[config.mk]
export PLATFORM = sky130hd
export DESIGN_NAME = uart_tx_fifo
export DESIGN_NICKNAME = d
export VERILOG_FILES = /design/src/rtl/uart_tx_fifo.sv
export SDC_FILE = /design/constraint.sdc
export NUM_CORES = 1
export LEC_CHECK = 0
export ABC_AREA = 1
export CAP_MARGIN = 30
export CORE_UTILIZATION = 59
export CTS_BUF_LIST = sky130_fd_sc_hd__clkbuf_8
export DETAILED_ROUTE_END_ITERATION = 16
export DONT_BUFFER_PORTS = 1
export GPL_ROUTABILITY_DRIVEN = 0
export GPL_TIMING_DRIVEN = 0
export PLACE_DENSITY = 0.89
export SETUP_SLACK_MARGIN = 0.5
export SYNTH_ARGS = -nofsm -noshare
export SYNTH_HDL_FRONTEND = slang
export SYNTH_SLANG_ARGS = --single-unit
[constraint.sdc]
create_clock -name clk_pin -period 3.03 [get_ports clk_pin]
set_clock_uncertainty 0.1 [all_clocks]
set_input_delay 0.606 -clock clk_pin [delete_from_list [all_inputs] [get_ports clk_pin]]
set_output_delay 0.606 -clock clk_pin [all_outputs]
set_load 0.005 [all_outputs]
[src/rtl/uart_tx_fifo.sv]
// 8N1 UART transmitter fed by a byte FIFO; bytes accepted over valid/ready,
// serialized LSB-first with one start and one stop bit.
//
// state | meaning
// IDLE  | line high, waiting for a byte in the FIFO
// START | start bit (low) for one bit period
// DATA  | eight data bits, LSB first
// STOP  | stop bit (high); chains straight into START if more bytes wait
module uart_tx_fifo #(
  parameter int CLOCK_RATE = 100_000_000,
  parameter int BAUD_RATE  = 115_200,
  parameter int FIFO_DEPTH = 16,
  localparam int DIVISOR   = (CLOCK_RATE + BAUD_RATE / 2) / BAUD_RATE,
  localparam int AW        = $clog2(FIFO_DEPTH),
  localparam int CW        = AW + 1
) (
  input  logic          clk_pin,
  input  logic          rst_pin,
  input  logic [7:0]    tx_data,
  input  logic          tx_valid,
  output logic          tx_ready,
  output logic          txd_pin,
  output logic          tx_busy,
  output logic [CW-1:0] fifo_count,
  output logic          overflow
);

  localparam int BW = (DIVISOR > 1) ? $clog2(DIVISOR) : 1;
  localparam logic [BW-1:0] BAUD_LAST = BW'(DIVISOR - 1);
  localparam logic [CW-1:0] FULL      = CW'(FIFO_DEPTH);

  typedef enum logic [1:0] {IDLE, START, DATA, STOP} state_t;

  state_t          state, state_n;
  logic [BW-1:0]   baud, baud_n;
  logic [2:0]      bit_idx, bit_n;
  logic [9:0]      shreg, shreg_n;
  logic [AW-1:0]   wr_ptr, rd_ptr;
  logic [CW-1:0]   count_n;
  logic [7:0]      mem [FIFO_DEPTH];
  logic            push, pop, empty, baud_wrap;

  assign tx_ready  = (fifo_count != FULL);
  assign push      = tx_valid && tx_ready;
  assign empty     = (fifo_count == '0);
  assign baud_wrap = (baud == BAUD_LAST);
  // Bit 0 of the frame shift register is the line itself, so txd is a flop output.
  assign txd_pin   = shreg[0];

  always_ff @(posedge clk_pin) begin
    if (push) mem[wr_ptr] <= tx_data;
  end

  always_comb begin
    state_n = state;
    baud_n  = baud;
    bit_n   = bit_idx;
    shreg_n = shreg;
    pop     = 1'b0;
    case (state)
      IDLE: begin
        shreg_n = '1;
        if (!empty) begin
          pop     = 1'b1;
          shreg_n = {1'b1, mem[rd_ptr], 1'b0};
          baud_n  = '0;
          state_n = START;
        end
      end
      START: begin
        if (baud_wrap) begin
          baud_n  = '0;
          bit_n   = '0;
          shreg_n = {1'b1, shreg[9:1]};
          state_n = DATA;
        end else begin
          baud_n = baud + BW'(1);
        end
      end
      DATA: begin
        if (baud_wrap) begin
          baud_n  = '0;
          shreg_n = {1'b1, shreg[9:1]};
          if (bit_idx == 3'd7) state_n = STOP;
          else                 bit_n   = bit_idx + 3'd1;
        end else begin
          baud_n = baud + BW'(1);
        end
      end
      STOP: begin
        if (baud_wrap) begin
          baud_n = '0;
          if (!empty) begin
            pop     = 1'b1;
            shreg_n = {1'b1, mem[rd_ptr], 1'b0};
            state_n = START;
          end else begin
            shreg_n = '1;
            state_n = IDLE;
          end
        end else begin
          baud_n = baud + BW'(1);
        end
      end
      default: state_n = IDLE;
    endcase
    count_n = fifo_count + CW'(push) - CW'(pop);
  end

  always_ff @(posedge clk_pin or negedge rst_pin) begin
    if (!rst_pin) begin
      state      <= IDLE;
      baud       <= '0;
      bit_idx    <= '0;
      shreg      <= '1;
      wr_ptr     <= '0;
      rd_ptr     <= '0;
      fifo_count <= '0;
      overflow   <= 1'b0;
      tx_busy    <= 1'b0;
    end else begin
      state      <= state_n;
      baud       <= baud_n;
      bit_idx    <= bit_n;
      shreg      <= shreg_n;
      fifo_count <= count_n;
      tx_busy    <= (state_n != IDLE) || (count_n != '0);
      if (push) wr_ptr <= wr_ptr + AW'(1);
      if (pop)  rd_ptr <= rd_ptr + AW'(1);
      if (tx_valid && !tx_ready) overflow <= 1'b1;
    end
  end

endmodule

Yosys cells after proc, flatten, opt, wreduce, memory -nomap -nowiden --
Memory sizes are Yosys's and may differ from the RTL's. Index checks and enable logic that the tools add are counted.
Word-level totals: register bits after elaboration 40, bits in writable memories 128, input bits 11, output and inout bits 9, logic and storage cells 64, memories kept 1
Memory list:
- mem | depth 16, bits a word 8, read ports 1, clocked after Yosys merged registers in 0, wr ports 1, line 40 | logic [7:0] mem [FIFO_DEPTH];
Cells by class: add/subtract/negate cells 6, equality and inequality tests 12, multiplexer cells 23, reduce and logical (&&, ||, !) cells 13
Operators by type and width (number):
- 10-bit 2-to-1 mux | 4
- 10-bit one-hot mux with 3 select lines | 1
- 10-bit one-hot mux with 2 select lines | 1
- 10-bit by 1-bit adder with 10-bit output (second input constant) | 1
- 10-bit equality test (second input constant) | 1
- 2-bit 2-to-1 mux | 5
- 2-bit != test (second input constant) | 5
- 3-bit 2-to-1 mux | 3
- 9-bit 2-to-1 mux | 1
- 4-bit by 1-bit adder with 4-bit output (second input constant) | 2
- 2-bit one-hot mux with 4 select lines | 1
- 3-bit one-hot mux with 2 select lines | 1
- 5-bit by 1-bit adder with 5-bit output | 1
- 5-bit logical NOT | 1
- 1-bit 2-to-1 mux | 5
- 5-bit != test (second input constant) | 1
- 5-bit nonzero test | 1
- 5-bit by 1-bit subtractor with 5-bit output | 1
- 2-bit equality test (second input constant) | 2
- 4-bit AND reduction | 1
- 2-bit nonzero test | 2
- 3-bit by 1-bit adder with 3-bit output (second input constant) | 1
- 3-bit equality test (second input constant) | 1
- 3-bit OR reduction | 1
- 9 further kinds | 10

Longest topological paths before layout --
Gate-level depths: netlist of the first run.
word-level depth 7, gate-level depth with buffers 16, gate-level depth less buffers 16

Worst setup path before layout of the first run --
OpenSTA, ideal clock, no wires.
path kind reg-to-reg, start reg state[0], end reg tx_busy, library setup time 0.119 ns, arrival 2.698 ns, data required time 2.811 ns, setup slack 0.114 ns, cell stages (with the launch flop) 16, path buffers 0, clock period less this slack 2.916 ns, path through dfrtp_1 -> inv_1 -> ha_1 -> clkinv_1 -> nand2_1 -> a21oi_4 -> ha_1 -> inv_1 -> ha_1 -> inv_1 -> fa_1 -> o21ai_0 -> xor2_1 -> nand3_1 -> nor2_1 -> nand2_1
On the way: word-level cells in the longest chain between the ends 5, elaborated cells between the ends (all ways) 15, classes of those cells 1 x add/sub; 3 x eq/ne; 7 x mux; 4 x reduce/logical
Ends and longest elaborated chain:
- start: declaration | line 34 | state_t state, state_n;
- start signal: assignment | line 122 | state <= state_n;
- 2-bit equality test / 2-bit logical NOT (equally long branches) | line 60 | case (state)
- 1-bit one-hot mux with 2 select lines (*) | line 60
- net pop | line 41 | logic push, pop, empty, baud_wrap;
- 5-bit by 1-bit subtractor with 5-bit output (*) | line 107 | count_n = fifo_count + CW'(push) - CW'(pop);
- 5-bit nonzero test (*) | line 127 | tx_busy <= (state_n != IDLE) || (count_n != '0);
- 1-bit logical OR (*) | line 127
- end signal: assignment | line 127
- end: declaration | line 23 | output logic tx_busy,
Mark *: on every way through the listed nets, which the timed path passes. The rest lies on a longest branch. A chain may end at the register's enable or synchronous reset.

Final worst setup path of the first run --
start reg fifo_count[3], end reg tx_busy
On the way: word-level cells in the longest chain between the ends 7, elaborated cells between the ends (all ways) 15, classes of those cells 2 x add/sub; 1 x eq/ne; 7 x mux; 5 x reduce/logical
Ends and longest elaborated chain:
- start: declaration | line 24 | output logic [CW-1:0] fifo_count,
- start signal: assignment | line 126 | fifo_count <= count_n;
- parallel branches: the longest is 6 deep, another holds 5-bit by 1-bit adder with 5-bit output
- 1-bit logical OR (*) | line 127
Mark *: on every way between the ends.

==> results.sh, run 1 <==
export IMPL_synth_async_reset_ratio_pct=23.35
export IMPL_synthMuxAreaShare_pct=0
export IMPL_cts_root_buf="clkbuf_8"
export IMPL_grt_antenna_before_repair=0
export IMPL_grt_use_met2_pct=48.65
export IMPL_clkSinkCount=167
export IMPL_clockBufferDepth=2
export IMPL_syn_area_per_cell_um2=10.54
export IMPL_path_class="flip-flop to flip-flop"
export IMPL_syn_cell_area_um2=7396
export IMPL_violations="negative setup slack"
export IMPL_end_kind="flip-flop"
export IMPL_setup_violations_final=1
export IMPL_cts_buffers=17
export IMPL_wirelength_um=20460
export IMPL_ys_flop_type="edfxtp_1"
export IMPL_ys_seq_area_share_pct=65.32
export IMPL_final_cell_area_um2=8426
export IMPL_drive_gt1_share_pct=17.48
export IMPL_critPathLaunch="fifo_count[3]$_DFF_PN0_"
export IMPL_setup_tns_ns=-0.1627
export IMPL_grt_pass1_wl_um=28750
export IMPL_htree_num_levels=4
export IMPL_synth_top_family_by_area="simple AND/OR/NAND/NOR gates"
export IMPL_top_usage_layer="met2"
export IMPL_finalCritPeriodShare_pct=105.4
export IMPL_synth_nets=733
export IMPL_timing_hold_ws_ns=0.1162
export IMPL_die_h_um=114.0
export IMPL_start_kind="flip-flop"
export IMPL_nNetsFinal=779
export IMPL_grt_total_usage_pct=30.34
export IMPL_fmax_mhz=313.2
export IMPL_required_ns=3.29
export IMPL_worst_slew_margin_rel_pct=45.08
export IMPL_cts_tree="yes"
export IMPL_coreArea_um2=12110
export IMPL_status="finished, violations left"
export IMPL_grt_util_met1_pct=37.15
export IMPL_antenna_cells=0
export IMPL_drv_slew=0
export IMPL_grt_use_met3_pct=7.811
export IMPL_grt_pass1_vias=5446
export IMPL_min_delay_start="tx_data[7]"
export IMPL_dr_pass1_iters=9
export IMPL_dp_slack_ns=-0.1366
export IMPL_r2r_start="fifo_count[3]$_DFF_PN0_"
export IMPL_fin_ws_ns=-0.1627
export IMPL_worstMarginPinSlew_ns=0.8208
export IMPL_grt_ovfl_total=0
export IMPL_die_w_um=114.0
export IMPL_routed_via_density=6.337
export IMPL_ant_nets=0
export IMPL_leakage_nw=3.152
export IMPL_port_buffers=0
export IMPL_clock_latency_ns=0.47
export IMPL_synth_edf_count=128
export IMPL_final_hold_violation_count=0
export IMPL_max_cap_violations=0
export IMPL_row_count=40
export IMPL_vias=5887
export IMPL_synth_xor_xnor_area_share_pct=1.303
export IMPL_totalPowerFinal_mw=6.006
export IMPL_die_area_um2=12990
export IMPL_synthSimpleGateAreaFrac_pct=19.10
export IMPL_cp_arrival_ns=3.45
export IMPL_drc_errors=0
export IMPL_initial_core_util_pct=61.06
export IMPL_powerDensity_nw_per_um2=712.8
export IMPL_synthAdderAreaFrac_pct=3.485
export IMPL_grt_max_degree=40
export IMPL_syn_inst=702
export IMPL_ios=20
export IMPL_cp_max_fo=3
export IMPL_ir_drop_mv=0.5915
export IMPL_drt_iter0_markers=1031
export IMPL_rsz0062_at_grt="true"
export IMPL_clk_pin_slew_ns=0.09
export IMPL_dpl_hpwl_um=11340
export IMPL_hold_class="primary input to flip-flop"
export IMPL_synth_distinct_cells=34
export IMPL_synth_compound_area_share_pct=6.463
export IMPL_ys_warn_count=0
export IMPL_areaGrowthSynthToFinish_pct=13.92
export IMPL_finalCriticalPeriod_ns=3.193
export IMPL_place_area_um2=7635
export IMPL_ys_seq_elements=167
export IMPL_wl_per_cell_um=22.02
==> sequential cells by signal, indices dropped and copies added (netlist names) <==
signal and count:
shreg 9, wr_ptr 4, tx_busy 1, overflow 1, bit_idx 3, rd_ptr 4
mem 128, fifo_count 5, baud 10, state 2
==> metrics by stage <==
step,instances,utilization (%)
finish,929,69.57
detailed placement,870,63.04
global placement,870,63.04
floorplan,702,-
global route,929,69.57
CTS,924,67.91
==> what timing repair did <==
item / 4_1_cts / 5_1_grt
setup buffers: 20 / 5
hold buffers: 2 / 0
pin swaps: 8 / 7
endpoints found under the setup margin: 61 / 125
resized for setup: 9 / 41
hold endpoints to repair: 39 / 0
==> cell usage after synthesis (4+ instances only) <==
master | count | area [um^2]
nand2_1 | 108 | 405.4
dfstp_2 | 9 | 236.5
buf_2 | 10 | 50.05
ha_1 | 19 | 237.7
buf_6 | 4 | 45.04
inv_1 | 39 | 146.4
a21oi_1 | 9 | 45.04
inv_2 | 5 | 18.77
clkbuf_1 | 9 | 33.78
o21ai_0 | 56 | 280.3
nor2_1 | 154 | 578.1
edfxtp_1 | 128 | 3844
nor3_1 | 4 | 20.02
nand3_1 | 66 | 330.3
dfrtp_1 | 30 | 750.7
xor2_1 | 10 | 87.58
o22ai_1 | 4 | 25.02
o21ai_1 | 16 | 80.08
==> where the power goes <==
group	switching (mW)	total, mW	internal (mW)
combinational	0.870	1.52	0.648
clock	0.801	1.59	0.789
sequential	0.169	2.90	2.73
total	1.84	6.01	4.17
==> final timing paths <==
check,to,slack [ns],cells after the start
max,tx_busy$_DFF_PN0_,-0.16,19
min,mem[12][7]$_DFFE_PP_,0.12,0
max reg2reg,tx_busy$_DFF_PN0_,-0.16,19
min reg2reg,shreg[4]$_DFFE_PN1P_,0.37,2
max in group asynchronous,shreg[2]$_DFFE_PN1P_,2.08,2
min in group asynchronous,baud[2]$_DFFE_PN0P_,0.49,2
==> per-layer routing <==
layer | vias up | routed length [um]
met3 | 138 | 2440
li1 | 2470 | -
met5 | - | 0
met2 | 526 | 9905
met1 | 2753 | 6823
met4 | 0 | 1287
==> cell usage in the layout (no fill, tap or decap), types with 3 or more instances in the layout <==
cell type / count
o21ai_0: 55
dfrtp_1: 28
edfxtp_1: 128
bufinv_16: 3
ha_1: 15
clkinv_1: 3
clkinv_2: 5
buf_6: 9
o21ai_1: 16
o22ai_1: 4
nand3_1: 64
nor2_1: 140
xor2_1: 8
inv_1: 37
nand2_1: 103
buf_4: 22
a21oi_1: 7
inv_2: 10
nand2_2: 4
dfstp_2: 9
nand2_4: 3
nor3_1: 3
nor2_2: 15
clkbuf_8: 17
clkbuf_1: 9
buf_2: 10
ha_4: 3
==> critical path, cell delays in order (launching register included) <==
cell     delay (ns)
dfrtp_2        0.46
inv_4          0.08
buf_4          0.15
buf_4          0.13
buf_4          0.12
buf_4          0.12
buf_4          0.13
buf_4          0.13
buf_4          0.12
buf_4          0.12
buf_4          0.12
buf_4          0.12
buf_4          0.13
ha_2           0.18
a21oi_2        0.19
o21ai_4        0.10
xor2_2         0.22
nand3_2        0.14
nor2_2         0.13
nand2_1        0.09
==> logic make-up (layout without fill, tap and decap cells) <==
family | after synthesis | in the layout
buf+inv | 72 | 131
flops | 167 | 167
fa+ha+maj | 20 | 20
simple gates | 342 | 342
xor+xnor | 11 | 11
compound gates | 90 | 90
==> cell type report <==
| type | instances | area, um^2 |
|---|---|---|
| flip-flops and latches | 167 | 4833 |
| fillers | 778 | 3686 |
| multi-input cells | 463 | 2437 |
| repair buffers | 27 | 236.5 |
| clock buffers | 17 | 234.0 |
| well taps | 168 | 210.2 |
| inverters | 47 | 182.7 |
| clock inverters | 15 | 147.6 |
| plain buffers | 25 | 143.9 |
Power figures use the tool's default switching activity.
==> run 2: changes to the inputs <==
--- a/config.mk
+++ b/config.mk
@@ -7,13 +7,13 @@
 export LEC_CHECK = 0
 export ABC_AREA = 1
 export CAP_MARGIN = 30
-export CORE_UTILIZATION = 59
+export CORE_UTILIZATION = 61
 export CTS_BUF_LIST = sky130_fd_sc_hd__clkbuf_8
 export DETAILED_ROUTE_END_ITERATION = 16
 export DONT_BUFFER_PORTS = 1
 export GPL_ROUTABILITY_DRIVEN = 0
 export GPL_TIMING_DRIVEN = 0
-export PLACE_DENSITY = 0.89
+export PLACE_DENSITY = 0.88
 export SETUP_SLACK_MARGIN = 0.5
 export SYNTH_ARGS = -nofsm -noshare
 export SYNTH_HDL_FRONTEND = slang
==> constraint.sdc (replaced) <==
create_clock -name clk_pin -period 3.2 [get_ports clk_pin]
set_clock_uncertainty 0.1 [all_clocks]
set_input_delay 0.64 -clock clk_pin [delete_from_list [all_inputs] [get_ports clk_pin]]
set_output_delay 0.64 -clock clk_pin [all_outputs]
set_load 0.005 [all_outputs]
==> results.sh, run 2 (same netlist as run 1, synthesis figures left out) <==
export IMPL_status="finished clean"
export IMPL_grt_pass1_vias=5510
export IMPL_cp_arrival_ns=3.30
export IMPL_cts_buffers=17
export IMPL_clockBufferDepth=2
export IMPL_slowest_stage="dfrtp_1"
export IMPL_powerDensity_nw_per_um2=606.7
export IMPL_clock_latency_ns=0.47
export IMPL_fmax_mhz=329.3
export IMPL_max_cap_violations=0
export IMPL_antenna_cells=0
export IMPL_cts_root_buf="clkbuf_8"
export IMPL_layoutNonFillerInstCount=896
export IMPL_timing_hold_ws_ns=0.1472
export IMPL_drt_iter0_markers=857
export IMPL_cts_tree="yes"
export IMPL_grt_antenna_before_repair=0
export IMPL_nNetsFinal=771
export IMPL_grt_total_usage_pct=29.31
export IMPL_worst_slew_margin_rel_pct=45.50
export IMPL_initial_core_util_pct=63.68
export IMPL_final_hold_violation_count=0
export IMPL_p_switching_mw=1.476
export IMPL_final_util_pct=70.33
export IMPL_dpl_hpwl_um=11160
export IMPL_clk_pin_slew_ns=0.10
export IMPL_top_register="mem"
export IMPL_row_count=39
export IMPL_fin_ws_ns=0.1635
export IMPL_port_buffers=0
export IMPL_vias=5624
export IMPL_end_kind="flip-flop"
export IMPL_final_common_cell="nor2_1"
export IMPL_min_delay_start="tx_data[6]"
export IMPL_r2r_start="fifo_count[2]$_DFF_PN0_"
export IMPL_pwr_share_comb_pct=16.3
export IMPL_grt_max_degree=40
export IMPL_path_cells="inv_2 -> ha_4 -> nor3b_4 -> nand2_2 -> nand2_4 -> a21oi_4 -> ha_1 -> inv_1 -> ha_2 -> inv_2 -> fa_2 -> o21ai_2 -> xor2_1 -> nand3_2 -> nor2_1 -> nand2_1"
export IMPL_htree_num_levels=4
export IMPL_leakage_nw=3.060
export IMPL_ios=20
export IMPL_critPathLaunch="fifo_count[2]$_DFF_PN0_"
export IMPL_ant_nets=0
export IMPL_rsz0062_at_grt="true"
export IMPL_die_h_um=112.1
export IMPL_areaGrowthSynthToFinish_pct=10.44
export IMPL_nFillCells=749
export IMPL_routed_via_density=6.277
export IMPL_cp_max_fo=3
export IMPL_drive_gt1_share_pct=13.81
export IMPL_power_share_clock_pct=28.9
export IMPL_power_share_switching_pct=29.78
export IMPL_setup_tns_ns=0
export IMPL_grt_pass1_wl_um=27420
export IMPL_hold_class="primary input to flip-flop"
export IMPL_internal_power_mw=3.480
export IMPL_die_area_um2=12570
export IMPL_path_class="flip-flop to flip-flop"
export IMPL_drc_errors=0
export IMPL_place_inst=845
export IMPL_dp_slack_ns=0.04288
export IMPL_die_w_um=112.1
export IMPL_ir_drop_mv=0.5498
export IMPL_clkSinkCount=167
export IMPL_wirelength_um=17910
export IMPL_required_ns=3.47
export IMPL_finalCriticalPeriod_ns=3.036
export IMPL_dr_pass1_iters=6
export IMPL_setup_violations_final=0
export IMPL_start_kind="flip-flop"
export IMPL_worstMarginPinSlew_ns=0.8145
export IMPL_wl_per_cell_um=19.99
export IMPL_p_seq_share_pct=54.9
export IMPL_coreArea_um2=11610
export IMPL_largest_reg_flops=128
export IMPL_finalCritPeriodShare_pct=94.89
export IMPL_slowest_delay_ns=0.44
export IMPL_reg_largest_list="mem x128, baud x10, shreg x9"
export IMPL_drv_slew=0
export IMPL_grt_ovfl_total=0
export IMPL_mostFrequentLayoutCells="nor2_1 (152), edfxtp_1 (128), nand2_1 (105)"
export IMPL_crit_top_cell="inv_2"
==> run 2: power by group through the flow <==
stage | logic (mW) | clock network [mW] | registers [mW]
after floorplan | 0.463 | 0 | 2.72
after global placement | 0.555 | 0 | 2.74
after detailed placement | 0.612 | 0 | 2.75
after CTS | 0.688 | 1.41 | 2.71
after global routing | 0.867 | 1.50 | 2.73
final | 0.806 | 1.43 | 2.72
==> run 2: path summary, 6_finish.rpt <==
check                                         to  slack (ns)  depth (start not counted)
setup / recovery               tx_busy$_DFF_PN0_        0.16                         16
hold / removal              mem[14][6]$_DFFE_PP_        0.15                          0
setup reg to reg               tx_busy$_DFF_PN0_        0.16                         16
hold reg to reg             shreg[3]$_DFFE_PN1P_        0.37                          2
max in group asynchronous   shreg[0]$_DFFE_PN1P_        2.19                          2
min in group asynchronous  rd_ptr[0]$_DFFE_PN0P_        0.54                          2
==> run 2: critical path, delay by kind of cell, from the launching register on <==
family          cells  cell delay (ns)
buf+inv             3             0.21
compound gates      2             0.24
flops               1             0.44
simple gates        6             0.71
fa+ha+maj           4             0.95
xor+xnor            1             0.28
==> run 2: metrics by stage <==
stage,total power [mW],cell area [um^2]
floorplan,3.180,7421
global placement,3.293,7600
detailed placement,3.365,7600
CTS,4.806,8069
global route,5.097,8168
finish,4.955,8168
==> run 2: timing repair <==
action	CTS	global route
endpoints found under the setup margin	4	10
endpoints found under the hold margin	39	0
pin swaps	7	4
buffers inserted	7	10
hold buffers	2	0
resized for setup	8	8
==> run 2: layer usage <==
layer | up-vias | GRT usage (%) | wire length [um]
li1 | 2452 | - | -
met1 | 2646 | 35.05 | 6299
met2 | 408 | 48.03 | 8762
met3 | 118 | 9.125 | 1931
met4 | 0 | 15.47 | 915
met5 | - | 0 | 0
==> run 2: area by class of cell <==
class / instances / area, um^2 / area share (%)
clock inverters: 15 / 128.9 / 1.578
clock buffers: 17 / 234.0 / 2.865
well taps: 143 / 178.9 / 2.191
flip-flops and latches: 167 / 4832 / 59.16
plain buffers: 25 / 143.9 / 1.762
inverters: 47 / 178.9 / 2.191
repair buffers: 19 / 157.7 / 1.930
multi-input cells: 463 / 2313 / 28.32
